[src/rtl/multdiv_arb_pkg.sv]
// Shared types and constants for the two-requester multiply/divide arbiter.
package multdiv_arb_pkg;

  typedef enum logic [1:0] {
    ST_IDLE  = 2'd0,
    ST_ISSUE = 2'd1,
    ST_WAIT  = 2'd2,
    ST_RESP  = 2'd3
  } state_e;

  localparam logic OP_MULT = 1'b0;
  localparam logic OP_DIV  = 1'b1;

  localparam int TIMEOUT_DEFAULT = 40;
  localparam int WD_WIDTH        = 6;

endpackage

[src/rtl/multdiv_arbiter_rr_arb2.sv]
// Two-way round-robin grant: on a tie the requester not granted last wins.
module rr_arb2 (
  input  logic valid0_i,
  input  logic valid1_i,
  input  logic last_grant_i,
  output logic grant_o,
  output logic grant_valid_o
);

  always_comb begin
    grant_valid_o = valid0_i | valid1_i;
    if (valid0_i && valid1_i) begin
      grant_o = ~last_grant_i;
    end else begin
      grant_o = valid1_i;
    end
  end

endmodule

[src/rtl/multdiv_arbiter.sv]
// Shares one multdiv unit between two requesters, with a watchdog that aborts
// operations whose result never arrives.
module multdiv_arbiter
  import multdiv_arb_pkg::*;
#(
  parameter int TIMEOUT = TIMEOUT_DEFAULT
) (
  input  logic        clock,
  input  logic        reset_n,
  input  logic        req0_valid,
  input  logic        req0_op,
  input  logic [31:0] req0_a,
  input  logic [31:0] req0_b,
  input  logic [4:0]  req0_tag,
  output logic        req0_ready,
  input  logic        req1_valid,
  input  logic        req1_op,
  input  logic [31:0] req1_a,
  input  logic [31:0] req1_b,
  input  logic [4:0]  req1_tag,
  output logic        req1_ready,
  output logic        resp_valid,
  input  logic        resp_ready,
  output logic        resp_id,
  output logic [31:0] resp_data,
  output logic [4:0]  resp_tag,
  output logic        resp_exception,
  output logic        resp_timeout,
  output logic [31:0] md_operandA,
  output logic [31:0] md_operandB,
  output logic        md_ctrl_MULT,
  output logic        md_ctrl_DIV,
  input  logic [31:0] md_result,
  input  logic        md_exception,
  input  logic        md_resultRDY,
  output logic        busy
);

  localparam logic [WD_WIDTH-1:0] TIMEOUT_CNT = WD_WIDTH'(TIMEOUT);

  state_e              state_q, state_d;
  logic                op_q, op_d;
  logic [31:0]         a_q, a_d;
  logic [31:0]         b_q, b_d;
  logic [4:0]          tag_q, tag_d;
  logic                id_q, id_d;
  logic                last_grant_q, last_grant_d;
  logic [WD_WIDTH-1:0] count_q, count_d;
  logic [31:0]         data_q, data_d;
  logic                exc_q, exc_d;
  logic                to_q, to_d;

  logic grant, grant_valid;

  rr_arb2 u_rr_arb2 (
    .valid0_i      (req0_valid),
    .valid1_i      (req1_valid),
    .last_grant_i  (last_grant_q),
    .grant_o       (grant),
    .grant_valid_o (grant_valid)
  );

  always_ff @(posedge clock or negedge reset_n) begin
    if (!reset_n) begin
      state_q      <= ST_IDLE;
      op_q         <= OP_MULT;
      a_q          <= '0;
      b_q          <= '0;
      tag_q        <= '0;
      id_q         <= 1'b0;
      last_grant_q <= 1'b1;
      count_q      <= '0;
      data_q       <= '0;
      exc_q        <= 1'b0;
      to_q         <= 1'b0;
    end else begin
      state_q      <= state_d;
      op_q         <= op_d;
      a_q          <= a_d;
      b_q          <= b_d;
      tag_q        <= tag_d;
      id_q         <= id_d;
      last_grant_q <= last_grant_d;
      count_q      <= count_d;
      data_q       <= data_d;
      exc_q        <= exc_d;
      to_q         <= to_d;
    end
  end

  always_comb begin
    state_d      = state_q;
    op_d         = op_q;
    a_d          = a_q;
    b_d          = b_q;
    tag_d        = tag_q;
    id_d         = id_q;
    last_grant_d = last_grant_q;
    count_d      = count_q;
    data_d       = data_q;
    exc_d        = exc_q;
    to_d         = to_q;
    req0_ready   = 1'b0;
    req1_ready   = 1'b0;
    unique case (state_q)
      ST_IDLE: begin
        req0_ready = grant_valid & ~grant;
        req1_ready = grant_valid & grant;
        if (grant_valid) begin
          op_d    = grant ? req1_op  : req0_op;
          a_d     = grant ? req1_a   : req0_a;
          b_d     = grant ? req1_b   : req0_b;
          tag_d   = grant ? req1_tag : req0_tag;
          id_d    = grant;
          state_d = ST_ISSUE;
        end
      end
      ST_ISSUE: begin
        last_grant_d = id_q;
        count_d      = '0;
        state_d      = ST_WAIT;
      end
      ST_WAIT: begin
        count_d = count_q + 1'b1;
        // RDY seen in the first WAIT cycle may be left over from the previous op
        if ((count_q != '0) && md_resultRDY) begin
          data_d  = md_result;
          exc_d   = md_exception;
          to_d    = 1'b0;
          state_d = ST_RESP;
        end else if (count_q == TIMEOUT_CNT) begin
          data_d  = '0;
          exc_d   = 1'b1;
          to_d    = 1'b1;
          state_d = ST_RESP;
        end
      end
      ST_RESP: begin
        if (resp_ready) begin
          state_d = ST_IDLE;
        end
      end
      default: state_d = ST_IDLE;
    endcase
  end

  assign md_operandA    = a_q;
  assign md_operandB    = b_q;
  assign md_ctrl_MULT   = (state_q == ST_ISSUE) && (op_q == OP_MULT);
  assign md_ctrl_DIV    = (state_q == ST_ISSUE) && (op_q == OP_DIV);
  assign resp_valid     = (state_q == ST_RESP);
  assign resp_id        = id_q;
  assign resp_tag       = tag_q;
  assign resp_data      = data_q;
  assign resp_exception = exc_q;
  assign resp_timeout   = to_q;
  assign busy           = (state_q != ST_IDLE);

endmodule

[config.mk]
export PLATFORM = sky130hd
export DESIGN_NAME = multdiv_arbiter
export DESIGN_NICKNAME = d
export VERILOG_FILES = /design/src/rtl/multdiv_arb_pkg.sv /design/src/rtl/multdiv_arbiter_rr_arb2.sv /design/src/rtl/multdiv_arbiter.sv
export SDC_FILE = /design/constraint.sdc
export NUM_CORES = 1
export LEC_CHECK = 0
export BUFFER_PORTS_ARGS = -buffer_cell sky130_fd_sc_hd__buf_2
export CAP_MARGIN = 20
export CORE_MARGIN = 2
export CORE_UTILIZATION = 30
export CTS_CLUSTER_SIZE = 24
export DETAILED_ROUTE_END_ITERATION = 10
export PLACE_DENSITY = 0.73
export SYNTH_ARGS = -nofsm -noshare
export SYNTH_HDL_FRONTEND = slang
export SYNTH_SLANG_ARGS = --single-unit
export TNS_END_PERCENT = 20
[constraint.sdc]
create_clock -name clock -period 1.9 [get_ports clock]
set_clock_uncertainty 0.15 [all_clocks]
set_input_delay 0.38 -clock clock [delete_from_list [all_inputs] [get_ports clock]]
set_output_delay 0.38 -clock clock [all_outputs]
set_load 0.005 [all_outputs]
==> run metrics, run 1 <==
RD Place Congestion=0.806; layout cells sized above 1=52.1%; post-synthesis compound-gate area fraction=19.6%; routed vias=4,624; met3 Use GR=5.67%; Buf/Inv on CP=2; H-tree levels=4; Yosys reg bits=114; CP Max Fanout=6; die area=0.0172 mm^2; Longest Clk Path Bufs=2; LEAKAGE=4.15 nW; first-pass GRT wire length=24,300 um; Worst VDD drop=0.720 mV; Clock Latency Late Sink=0.41 ns; failing checks=setup timing; top cell type's share of synthesized area=58.2%; post-synthesis simple-gate area fraction=5.23%; Worst-path clk slew=0.06 ns; PwrDens=1680 mW/mm^2; global route overflow=0; clock sinks=114; CP max stage cell=or4b_4; synth unique cells=35; CTS tree=done; Net Sw Frac=32.9%; xor-xnor portion of the synthesized cell area=0.180%; Tmin final=2.04 ns; Syn Inst Count=410; multiplexer share of the synthesized area=6.65%; Area Overhead vs Synth=58.5%; Seq pwr share=33.3%; dpl ws=-0.0972 ns; Avg WL per Cell=16.8 um; Worst Slack Setup Final=-0.144 ns; Rel. slew slack=71.2%; combinational fraction of design power=39.5%; area of the core=0.0158 mm^2; GRT busiest layer=met2; Net Count, Synth=595; largest net degree at the start of global routing=95; total I/O pin count=289; FP Rows=46; Fin. Hold Viols=0; number of remaining DRC errors=0; ANT nets after route=0; vias in the first global route=4,694; Least-Margin Pin Slew=0.432 ns; Worst EP arrival=2.18 ns; startpoint types=flop; Layout Nets=911; Total Wirelength=16,100 um; Root Driver=clkbuf_16; total CTS buffers=17; RSZ-0062 raised after global routing=yes; critical path, cell by cell=inv_2 > ha_4 > or4b_4 > o21ai_4 > buf_12 > nor2_4 > a22o_1; register area share after synthesis=58.8%; crit-path max cell delay=0.50 ns; # port buffers=288; antenna violations before repair=1; biggest area consumer among synthesized cells=dfrtp_1; GRT Overall Usage=17.9%; power share of the clock group=27.2%; final setup fails=39; Sum Neg Setup Slack=-3.99 ns; largest family of logic cells by synthesized area=compound AO/OA/AOI/OAI gates; max-slew violations=0; Ys Warns=0; M2 GR Usage=30.4%; vias per cell=4.84; Adder-Cell Fraction of Synth Area=1.55%; final worst path period share=108%; Psw=4.25 mW; Crit path max-delay family=simple AND/OR/NAND/NOR gates; Post-DP HPWL=10,400 um; Worst Setup End Kind=flop; DR iter-0 viols=325; fmax=0.489 GHz; max-cap violations=0; Mapped Area=0.00486 mm^2; routing usage on met1=21.4%; Die W=131 um; outcome=finished, violations left; Crit Path Category=reg -> reg; Avg Inst Size Synth=11.8 um^2; Int Power=8.65 mW; drt first pass iters=8; CP required=2.04 ns; Die Height=131 um; min-delay worst type=in -> reg; initial core utilization=30.7%; dominant cells by area after synthesis=dfrtp_1, a222oi_1, mux2i_1
-- state kept, by name, summed over array words and instances (netlist names) --
register        cells
md_operandA        32
md_operandB        32
resp_data          32
count_q             6
resp_tag            5
state_q             2
last_grant_q        1
op_q                1
resp_exception      1
resp_id             1
resp_timeout        1
-- stage by stage --
| step | power, mW | std cells | hold slack (ns) | utilization (%) | area, um^2 |
|---|---|---|---|---|---|
| 3_3_place_gp | 8.62 | 899 | 0.0468 | 41.9 | 6630 |
| 6_report | 12.9 | 956 | 0.0277 | 48.6 | 7700 |
| 3_5_place_dp | 8.75 | 899 | 0.0476 | 41.9 | 6630 |
| 5_1_grt | 13.7 | 956 | 0.0249 | 48.6 | 7700 |
| 2_1_floorplan | 6.59 | 410 | -0.0656 | - | 4870 |
| 4_1_cts | 12.8 | 946 | 0.00787 | 47.7 | 7550 |
-- worst paths after layout --
kind	start	end	slack (ns)	cells after the start
max	count_q[0]	resp_data[24]	-0.14	7
min	req0_b[8]	md_operandB[8]	0.03	3
max reg2reg	count_q[0]	resp_data[24]	-0.14	7
min reg2reg	md_operandA[10]	md_operandA[10]	0.32	2
max in group asynchronous	reset_n	last_grant_q	0.81	3
min in group asynchronous	reset_n	resp_data[18]	0.17	2
-- layer usage --
| metal | up-vias | routed length, um |
|---|---|---|
| li1 | 2153 | - |
| met2 | 232 | 7910 |
| met1 | 2213 | 6620 |
| met5 | - | 0 |
| met4 | 0 | 335 |
| met3 | 26 | 1220 |
-- cell usage in the layout (no fill, tap or decap), types with 3 or more instances in the layout --
cell type,instances
buf_16,3
mux2i_1,30
ha_2,3
inv_1,45
bufinv_16,5
a222oi_1,41
nand3_1,3
buf_6,5
nor2_4,5
nand2_1,35
inv_2,5
buf_2,285
clkbuf_16,18
a22o_1,32
clkinvlp_4,4
nor2_1,3
o21ai_0,34
buf_12,9
buf_4,21
dfrtp_1,113
-- cell type report --
type,count,area (um^2)
clock buffers,19,443
fillers,1415,8130
multi-input cells,217,1760
repair buffers,326,1970
flip-flops and latches,114,2850
diodes,1,2.50
clock inverters,13,208
well taps,216,270
inverters,50,188
-- what timing repair did --
| action | in CTS | in global routing |
|---|---|---|
| pin swaps | 34 | 18 |
| hold buffers | 1 | 0 |
| buffers inserted | 10 | 3 |
| endpoints found under the hold margin | 113 | 0 |
| gates resized for setup | 13 | 17 |
| cloned | 4 | 6 |
| endpoints found under the setup margin | 39 | 73 |
-- power groups by stage --
stage / Combinational, mW / Clock, mW / Sequential (mW)
6_report: 5.10 / 3.51 / 4.29
5_1_grt: 5.61 / 3.70 / 4.43
4_1_cts: 4.91 / 3.59 / 4.27
3_5_place_dp: 4.47 / 0 / 4.28
3_3_place_gp: 4.32 / 0 / 4.30
2_1_floorplan: 2.26 / 0 / 4.33
-- synth_stat cells --
cell type  instances
or4b_4             1
buf_6              4
a21boi_1           1
a2111oi_2          1
ha_1               6
a22oi_1            1
buf_2              8
buf_4              1
o32a_1             1
nand4_1            1
mux2i_1           30
and2_1             2
o21ai_2            1
dfrtp_1          113
a31oi_1            1
a21oi_1            2
buf_8              3
nor2_1             4
mux2_2             2
nand2_1           35
inv_1             50
and4bb_1           1
nor2b_1            3
clkbuf_1          17
xor2_1             1
o21ai_0           35
a222oi_1          41
a211oi_1           1
or3_1              2
a22o_1            32
a21o_1             2
dfstp_2            1
nor3_1             2
nor2_2             1
nand3_1            3
-- logic make-up (layout without fill, tap and decap cells) --
kind of cell	Yosys count	in the layout
other	0	1
buffers and inverters	83	408
muxes	32	32
DFF	114	114
and+or+nand+nor	55	59
AOI/OAI and AO/OA	119	119
adders and majority gates	6	6
xor gates and xnor gates	1	1
-- tightest hold or removal path: cells and delay by family --
family	cells	cell delay (ns)
AO/OA/AOI/OAI	1	0.05
buffers and inverters	2	0.12
No activity file was read; power rests on OpenSTA's default activity.
==> run 2: changes to the inputs <==
--- a/config.mk
+++ b/config.mk
@@ -9,9 +9,11 @@
 export CAP_MARGIN = 20
 export CORE_MARGIN = 2
 export CORE_UTILIZATION = 30
+export CTS_BUF_LIST = sky130_fd_sc_hd__clkbuf_2
 export CTS_CLUSTER_SIZE = 24
 export DETAILED_ROUTE_END_ITERATION = 10
 export PLACE_DENSITY = 0.73
+export SETUP_SLACK_MARGIN = 0.3
 export SYNTH_ARGS = -nofsm -noshare
 export SYNTH_HDL_FRONTEND = slang
 export SYNTH_SLANG_ARGS = --single-unit
==> constraint.sdc (replaced) <==
create_clock -name clock -period 1.9 [get_ports clock]
set_clock_uncertainty 0.15 [all_clocks]
set_input_delay 0.38 -clock clock [delete_from_list [all_inputs] [get_ports clock]]
set_output_delay 0.38 -clock clock [all_outputs]
set_load 0.05 [all_outputs]
==> run 2 against run 1 <==
Against the previous run:
- the flow still finishes with violations (setup timing)
- maximum frequency shrank 13%
- utilization grew 14 points
- flip-flop and latch count is the same
- power grew 35%
- worst hold slack gained 0.20 ns
- worst setup slack lost 0.31 ns
- combinational power grew 120%
- critical path depth shrank 2
- non-clock buffer count grew 190
- sequential share of layout area shrank 8.4 points
- critical path type is now reg -> out
- largest power group unchanged
==> run metrics, run 2 (synthesis gave the netlist of run 1 again) <==
routed vias=5,675; Fin. Hold Viols=0; Post-DP HPWL=10,300 um; CP required=1.37 ns; PwrDens=1750 mW/mm^2; fmax=0.425 GHz; CTS tree=done; Critical Path End=req0_ready; Least-Margin Pin Slew=0.927 ns; Setup crit start=state_q[0]; first-pass GRT wire length=32,200 um; # port buffers=288; critical path, cell by cell=inv_2 > ha_4 > o21ai_4 > nor2_4 > buf_8; R2R depth=9; H-tree levels=4; Worst VDD drop=1.32 mV; total I/O pin count=289; area of the core=0.0158 mm^2; antenna violations before repair=3; layout cells sized above 1=44.2%; Rel. slew slack=38.2%; global route overflow=0; RSZ-0062 raised after global routing=yes; outcome=finished, violations left; fill count=1,133; Layout Nets=1,099; highest routing layer actually used=met4; GRT Overall Usage=23.9%; number of remaining DRC errors=0; LEAKAGE=5.02 nW; Total Wirelength=21,300 um; largest net degree at the start of global routing=72; Area Overhead vs Synth=105%; Crit Reg-Reg Startpoint=state_q[0]; reg2reg end=resp_data[4]; die area=0.0172 mm^2; Die W=131 um; r2r setup slk=-0.19 ns; min-delay worst type=in -> reg; RD Place Congestion=0.782; total CTS buffers=17; CP max stage cell=dfrtp_1; drt first pass iters=8; Longest Clk Path Bufs=2; Worst EP arrival=1.82 ns; CP Max Fanout=4; crit-path max cell delay=0.45 ns; Post-DP Area=0.00665 mm^2; Worst Slack Setup Final=-0.453 ns; ANT nets after route=0; Die Height=131 um; Metal-1 WL=7310 um; met2 WL=11,300 um; met3 WL=1640 um; Crit Path Category=reg -> out; Clock Latency Late Sink=0.68 ns; DR iter-0 viols=474; failing checks=setup timing; final worst path period share=124%; vias in the first global route=6,151; initial core utilization=30.7%; most frequent cells in the layout=dlygate4sd3_1, buf_2, buf_6, dfrtp_1, inv_1; startpoint types=flop; max-cap violations=0; Root Driver=clkbuf_2; final core utilization=63.0%; clock sinks=114; Worst Setup End Kind=output pin; Avg WL per Cell=18.6 um; final setup fails=43; Tmin final=2.35 ns; Worst-path clk slew=0.20 ns; vias per cell=4.95; max-slew violations=0; Layout Cell Area excl Fill=0.00997 mm^2; FP Rows=46
[run 2: cell type report]
class / count / area, um^2 / share of cell area (%)
Timing Repair Buffer: 516 / 4580 / 46.0
Sequential cell: 114 / 2850 / 28.6
Multi-Input combinational cell: 215 / 1830 / 18.4
Tap cell: 216 / 270 / 2.71
Inverter: 50 / 193 / 1.93
Clock inverter: 15 / 148 / 1.48
Clock buffer: 17 / 85.1 / 0.853
Antenna cell: 3 / 7.51 / 0.0753
[run 2: power breakdown]
group | internal, mW | switching, mW
sequential | 3.59 | 0.979
combinational | 4.53 | 6.72
clock | 0.508 | 1.08
[run 2: through the flow]
stage               hold slack [ns]  total power [mW]  std cells  TNS [ns]  setup slack (ns)
CTS                          0.0594              16.7       1130     -7.52            -0.573
finish                        0.227              17.4       1146     -7.99            -0.453
floorplan                   -0.0656              10.6        410    -0.189          -0.00649
global placement              0.144              12.6        899     -1.77           -0.0806
global route                  0.162              18.2       1146    -13.94            -0.563
detailed placement            0.145              12.7        899     -3.52            -0.128
[run 2: worst min path at each step]
stage                           from       endpoint  slack (ns)  cells past startpoint
after global placement       reset_n   resp_timeout        0.14                      1
final                     req1_valid        resp_id        0.23                      5
after global routing      req1_valid        resp_id        0.16                      5
after CTS                 req1_valid     state_q[0]        0.06                      4
after floorplan              reset_n     count_q[0]       -0.07                      0
after detailed placement     reset_n  resp_data[10]        0.15                      1
[run 2: worst max-delay path, delay by kind of cell, from the launching register on]
kind / cells / cell delay, ns
AO/OA/AOI/OAI: 1 / 0.07
flip-flops: 1 / 0.45
buffers and inverters: 2 / 0.26
AND/OR/NAND/NOR: 1 / 0.17
adder cells (fa/ha/maj): 1 / 0.17
[run 2: layer usage]
layer | GRT usage (%) | vias up
met4 | 13.6 | 0
li1 | - | 2523
met2 | 42.8 | 334
met3 | 6.94 | 81
met1 | 25.0 | 2737
met5 | 0 | -
[run 2: timing repair]
item | CTS | global route
hold buffers | 178 | 0
pin swaps | 48 | 47
endpoints found under the setup margin | 188 | 239
resized for setup | 251 | 43
endpoints found under the hold margin | 219 | 0
gates cloned | 5 | 2
setup buffers | 16 | 11
